--- config.mk ---
export PLATFORM = sky130hd
export DESIGN_NAME = serial_addsub_moore
export DESIGN_NICKNAME = d
export VERILOG_FILES = /design/src/rtl/serial_addsub_moore.sv
export SDC_FILE = /design/constraint.sdc
export NUM_CORES = 1
export LEC_CHECK = 0
export BUFFER_PORTS_ARGS = -buffer_cell sky130_fd_sc_hd__buf_2
export CORE_ASPECT_RATIO = 1.5
export CORE_MARGIN = 2
export CORE_UTILIZATION = 53
export CTS_CLUSTER_SIZE = 25
export DETAILED_ROUTE_END_ITERATION = 16
export PLACE_DENSITY = 0.85
export SETUP_SLACK_MARGIN = 0.4
export SYNTH_ARGS = -nofsm -noshare
export SYNTH_HDL_FRONTEND = slang
export SYNTH_SLANG_ARGS = --single-unit
--- constraint.sdc ---
create_clock -name clk -period 2.35 [get_ports clk]
set_input_delay 0.47 -clock clk [delete_from_list [all_inputs] [get_ports clk]]
set_output_delay 0.47 -clock clk [all_outputs]
set_load 0.02 [all_outputs]
--- src/rtl/serial_addsub_moore.sv ---
// LSB-first serial adder/subtractor, Moore style: the result bit and carry are held in
// the state register, and the word is framed by start/in_valid with abort on a mid-word start.
module serial_addsub_moore #(
  parameter int unsigned WIDTH  = 8,
  parameter bit          SIGNED = 1'b0
) (
  input  logic             clk,
  input  logic             rst,
  input  logic             in_valid,
  input  logic             start,
  input  logic             sub,
  input  logic             a,
  input  logic             b,
  output logic             sum,
  output logic             sum_valid,
  output logic             done,
  output logic             carry_out,
  output logic             overflow,
  output logic [WIDTH-1:0] word_out
);

  localparam int unsigned CW = $clog2(WIDTH);

  // Encoding is {busy, S, C}, so sum and the carry are plain register bits.
  typedef enum logic [2:0] {
    IDLE = 3'b000,
    S0C0 = 3'b100,
    S0C1 = 3'b101,
    S1C0 = 3'b110,
    S1C1 = 3'b111
  } state_t;

  state_t           state_q, state_d;
  logic [2:0]       state_bits;
  logic [CW-1:0]    cnt_q;
  logic             open_q;
  logic             mode_q, mode_d;
  logic             sum_valid_q, done_q, carry_out_q, overflow_q;
  logic [WIDTH-1:0] asm_q, asm_d, word_q;

  logic start_beat, beat, last;
  logic cin, bb, s, cout, ovf;

  assign state_bits = state_q;

  always_comb begin
    start_beat = in_valid & start;
    beat       = start_beat | (in_valid & open_q);
    last       = in_valid & ~start & open_q & (cnt_q == CW'(WIDTH - 1));
    mode_d     = start_beat ? sub : mode_q;
    // An aborting start must not inherit the old carry.
    cin        = start_beat ? sub : state_bits[0];
    bb         = b ^ mode_d;
    s          = a ^ bb ^ cin;
    cout       = (a & bb) | (a & cin) | (bb & cin);
    ovf        = SIGNED ? (cin ^ cout) : (cout ^ mode_d);
    asm_d      = {s, asm_q[WIDTH-1:1]};
    state_d    = state_q;
    if (beat) begin
      unique case ({s, cout})
        2'b00:   state_d = S0C0;
        2'b01:   state_d = S0C1;
        2'b10:   state_d = S1C0;
        default: state_d = S1C1;
      endcase
    end else if (!open_q && !start_beat) begin
      state_d = IDLE;
    end
  end

  always_ff @(posedge clk or negedge rst) begin
    if (!rst) begin
      state_q     <= IDLE;
      cnt_q       <= '0;
      open_q      <= 1'b0;
      mode_q      <= 1'b0;
      sum_valid_q <= 1'b0;
      done_q      <= 1'b0;
      carry_out_q <= 1'b0;
      overflow_q  <= 1'b0;
      asm_q       <= '0;
      word_q      <= '0;
    end else begin
      state_q     <= state_d;
      sum_valid_q <= beat;
      done_q      <= last;
      if (beat) begin
        mode_q <= mode_d;
        asm_q  <= asm_d;
      end
      if (start_beat) begin
        cnt_q  <= CW'(1);
        open_q <= 1'b1;
      end else if (last) begin
        cnt_q       <= '0;
        open_q      <= 1'b0;
        carry_out_q <= cout;
        overflow_q  <= ovf;
        word_q      <= asm_d;
      end else if (beat) begin
        cnt_q <= cnt_q + CW'(1);
      end
    end
  end

  assign sum       = state_bits[1];
  assign sum_valid = sum_valid_q;
  assign done      = done_q;
  assign carry_out = carry_out_q;
  assign overflow  = overflow_q;
  assign word_out  = word_q;

endmodule

; ---- After elaboration in Yosys (flattened, before gate mapping)
; Cells that the tools add are included.
; W data, S select, Z words.
[op_classes]
bitwise_logic = 17
add_sub_neg = 1
reduce_logical = 8
n_eq_ne = 3
muxes = 10
[op_table]
columns = cell, count
row1 = $mux W3, 3
row2 = $and A1 B1 Y1, 8
row3 = $pmux W2 S3, 1
row4 = $mux W1, 4
row5 = $mux W2, 2
row6 = $reduce_bool A2 Y1, 2
row7 = $xor A1 B1 Y1, 4
row8 = $add A3 B1 Y3 const B, 1
row9 = $eq A3 B3 Y1 const B, 1
row10 = $or A1 B1 Y1, 3
row11 = $reduce_bool A3 Y1, 1
row12 = $eq A2 B1 Y1 const B, 1
row13 = $eq A2 B2 Y1 const B, 1
row14 = $logic_not A1 Y1, 2
row15 = $logic_not A2 Y1, 1
row16 = $not A1 Y1, 2
row17 = $reduce_and A2 Y1, 1
row18 = $logic_and A1 B1 Y1, 1
[word_totals]
register_bits = 27
elab_cells = 49
inputBits = 7

; ---- Longest topological paths before layout
[depth]
depth_word = 9
depth_mapped = 7
ltp_nobuf = 6

; ---- Worst setup path after synthesis
; Ideal clock, no wire load.
[synth_timing]
path_type = input-to-reg
from = input port start
to = register overflow_q, in the netlist overflow
setup_ns = 0.069
path_stages = 7
slack_ns = 0.049
path_buffers = 1
t_arrival_ns = 2.232
path_cell_list = buf_6 and3_1 or2_2 xnor2_1 fa_1 or4_1 nand3_1
[synth_between]
elab_chain_cells = 7
word_cells_on_any_way = 16
classes_between = mux: 2 / bitwise: 13 / reduce/logical: 1
[synth_rtl]
columns = element, line
row1 = from (decl), 10  ; input logic start,
row2 = $and A1 B1 Y1, 47  ; start_beat = in_valid & start;
row3 = $mux W1, 50  ; mode_d = start_beat ? sub : mode_q;
row4 = $xor A1 B1 Y1, 53  ; bb = b ^ mode_d;
row5 = $and A1 B1 Y1, 55  ; cout = (a & bb) | (a & cin) | (bb & cin);
row6 = $or A1 B1 Y1 (2 in a row), 55
row7 = $xor A1 B1 Y1, 56  ; ovf = SIGNED ? (cin ^ cout) : (cout ^ mode_d);
row8 = to (signal assigned), 98  ; overflow_q <= ovf;
row9 = to (decl), 38  ; logic sum_valid_q, done_q, carry_out_q, overflow_q;
; Parallel ways exist; a longest one is shown, timed or not.
; A chain may end at the register's enable or synchronous reset.

; ---- Worst setup path in the final report
[layout_timing]
from = register mode_q
to = register overflow_q, in the netlist overflow
[layout_between]
elab_chain_cells = 6
word_cells_on_any_way = 7
classes_between = mux: 1 / bitwise: 6
[layout_rtl]
columns = element, line
row1 = from (decl), 37  ; logic mode_q, mode_d;
row2 = from (signal assigned), 88  ; mode_q <= mode_d;
row3 = $mux W1 *, 50
row4 = $xor A1 B1 Y1, 53
row5 = $and A1 B1 Y1, 55
row6 = $or A1 B1 Y1 (2 in a row), 55
row7 = $xor A1 B1 Y1 *, 56
; Mark *: on every way between the ends. The rest lies on a longest branch, timed or not.

==> flow_summary_export.csv <==
group,metric,value,unit
die,die-area,2470,um2
finish,area_growth,20.0,%
finish,layout_commonest_cell,"nand2_1",
die,io_pins,20,
worst_setup_path,crit_required,2610,ps
hold_path,min_path_type,"primary input to async pin",
detailed_routing,route.detailed.drc,0,
timing,max_slew_margin,0.635,
finish,final_cell_mix,"31 x nand2_1, 26 x dfrtp_1, 19 x buf_2",
yosys,synth.area.mux_share,0.0612,
finish,final_nets,138,
detailed_routing,ant_nets,0,
timing,setup_viol,0,
timing,timing.hold.ws,123,ps
yosys,synthTopCellsByArea,"dfrtp_1 59%, nand2_1 11%, mux2_2 6.1%, ha_1 2.3%, o21ai_0 2.3%",
placement,portBuffers,19,
clocking,clock_sinks,26,
clocking,cts_hold_buffers,0,
yosys,ys_seq_elements,26,
die,core-area,2000,um2
yosys,synth.distinct_cells,27,
timing,tns,0,ps
detailed_routing,wire_per_inst,12.9,um
die,initial_core_util,0.551,
worst_setup_path,arrival,2210,ps
clocking,cts_tree,"done",
global_route,grt_pass1_vias,802,
yosys,synthesis.area,1100,um2
die,fp-row-count,20,
power,switching_share,0.311,
clocking,cts_root_buf,"clkbuf_4",
worst_setup_path,cp_slowest_cell,"or4_4",
timing,fin_skew,3.16,ps
worst_setup_path,r2r_cells,6,
yosys,synth_compound_area_frac,0.0850,
die,fp.dieW,41.3,um
detailed_routing,totalWireLength,1920,um
yosys,ys.flop_type,"dfrtp_1",
yosys,synthAdderAreaFrac,0.0408,
power,cellPowerDensity,882,nW/um2
clocking,clock_latency,310,ps
global_route,grt_max_degree,27,
clocking,clkTransAtPathRegs,130,ps
clocking,cts_max_level,1,
global_route,grt_pass1_wl,3370,um
power,pwr-share-seq,0.541,
yosys,yosys_warnings,0,
worst_setup_path,worstPathMaxFanout,2,
power,comb_power_share,0.274,
yosys,synthArstFlopShare,1.00,
yosys,synth_edf_count,0,
worst_setup_path,r2r_start,"mode_q$_DFFE_PN0P_",
worst_setup_path,start_kind,"register",
worst_setup_path,crit_chain,"a21boi_4 -> or2_4 -> xnor2_4 -> fa_2 -> or4_4 -> nand3_2",
yosys,synth_top_cell_area_share,0.590,
placement,hpwl,1470,um
detailed_routing,num_vias,785,
outcome,status,"finished, final reports clean",
power,power_leakage,0.705,nW
worst_setup_path,end_kind,"register",
timing,finalCritPeriodShare,0.829,
timing,report.final.slew_viol_count,0,
timing,rsz0062_at_grt,"true",
worst_setup_path,timing.rr.end,"overflow$_DFFE_PN0P_",
finish,diodes,0,
detailed_routing,first_pass_iters,4,
global_route,overflow,0,
worst_setup_path,crit_type,"register to register",
global_route,globalRouteTotalUtil,0.196,
worst_setup_path,cp_slowest_stage_delay,490,ps
power,p_int,0.805,mW
yosys,syn_avg_cell_area,10.7,um2
flow_run,maxCapViolations,0,
yosys,synth_xor_area_frac,0.00794,
worst_setup_path,cpLargestDelayFamily,"simple AND/OR/NAND/NOR gates",
yosys,synth_area_leader_cell,"dfrtp_1",
clocking,cts-buffers-inserted,3,
timing,worst_pin_slew,548,ps
yosys,syn_inst,103,
power,pwr-share-clk,0.186,
yosys,seq_area_frac_synth,0.590,
yosys,synth_top_family_by_area,"simple AND/OR/NAND/NOR gates",
power,power.switching,0.363,mW
yosys,yosys.area_share.simple,0.169,
timing,fmax,0.513,GHz
finish,fin_area,1320,um2
placement,routabilityCongestion,0.731,
die,die_h,59.9,um
detailed_routing,routed_via_density,5.27,
worst_setup_path,regToRegSetupSlack,400,ps
placement,place_area,1240,um2
finish,utilization,0.661,
power,peakVddDrop,0.492,mV
timing,final_hold_viol_count,0,
worst_setup_path,startpoint,"mode_q$_DFFE_PN0P_",
detailed_routing,drt_iter0_markers,5,
global_route,grt_antenna_before_repair,0,
clocking,cts_buffer_depth,2,
finish,final_layout_size_suffix_gt1_frac,0.339,
worst_setup_path,critPathBufInv,0,
yosys,syn-num-nets,113,
timing,period_needed,1950,ps
worst register-to-register path, stage by stage (launching register included):
cell      delay, ps
dfrtp_1         400
a21boi_4        140
or2_4           280
xnor2_4         130
fa_2            380
or4_4           490
nand3_2          80
state kept, by name, indices dropped and copies added (netlist names):
register,count
done,1
state_bits,2
carry_out,1
cnt_q,3
overflow,1
sum_valid,1
asm_q,7
open_q,1
mode_q,1
word_out,8
metrics by stage:
stage	setup WS (ps)	total power, mW	instances
after floorplan	221	0.841	103
after global placement	145	0.926	143
after detailed placement	52.1	0.950	143
after CTS	381	1.17	149
after global routing	355	1.25	149
final	402	1.17	149
final cells by class:
class	count	area, um2
Inverter	7	26.3
Fill cell	157	678
Timing Repair Buffer	24	133
Sequential cell	26	651
Clock buffer	4	36.3
Multi-Input combinational cell	66	450
Tap cell	22	27.5
repair_timing:
action                     CTS  global route
setup buffers                2             0
setup endpoints to repair    1             1
resized for setup            3             3
pin swaps                    5             4
worst max path at each step:
| stage | slack, ps | cells after the start | end |
|---|---|---|---|
| finish | 400 | 6 | overflow$_DFFE_PN0P_ |
| floorplan | 220 | 7 | overflow$_DFFE_PN0P_ |
| global placement | 150 | 7 | overflow$_DFFE_PN0P_ |
| CTS | 380 | 6 | overflow$_DFFE_PN0P_ |
| global route | 360 | 6 | overflow$_DFFE_PN0P_ |
| detailed placement | 50 | 7 | overflow$_DFFE_PN0P_ |
routing by layer:
metal / global-route usage / up-vias / routed length [um]
met4: 0.0553 / 0 / 18
li1: - / 386 / -
met3: 0.0223 / 4 / 61
met1: 0.236 / 378 / 770
met5: 0 / - / 0
met2: 0.348 / 17 / 1070
cell usage after synthesis, types with 2 or more instances:
cell type	number
a21oi_1	2
and3_1	2
buf_2	2
dfrtp_1	26
ha_1	2
inv_1	6
mux2_2	6
nand2_1	31
o21ai_0	5
o22ai_1	4
cells by family after synthesis:
group,after synthesis
buffers and inverters,11
and+or+nand+nor,41
DFF,26
adders and majority gates,3
xor gates and xnor gates,1
muxes,6
AOI/OAI and AO/OA,15
power by group through the flow:
stage / combinational, mW / clock [mW] / sequential [mW]
6_report: 0.320 / 0.217 / 0.632
5_1_grt: 0.361 / 0.238 / 0.652
4_1_cts: 0.315 / 0.222 / 0.634
3_5_place_dp: 0.307 / 0 / 0.643
3_3_place_gp: 0.292 / 0 / 0.634
2_1_floorplan: 0.159 / 0 / 0.682
Note: power is estimated with default switching activity, not from simulation.
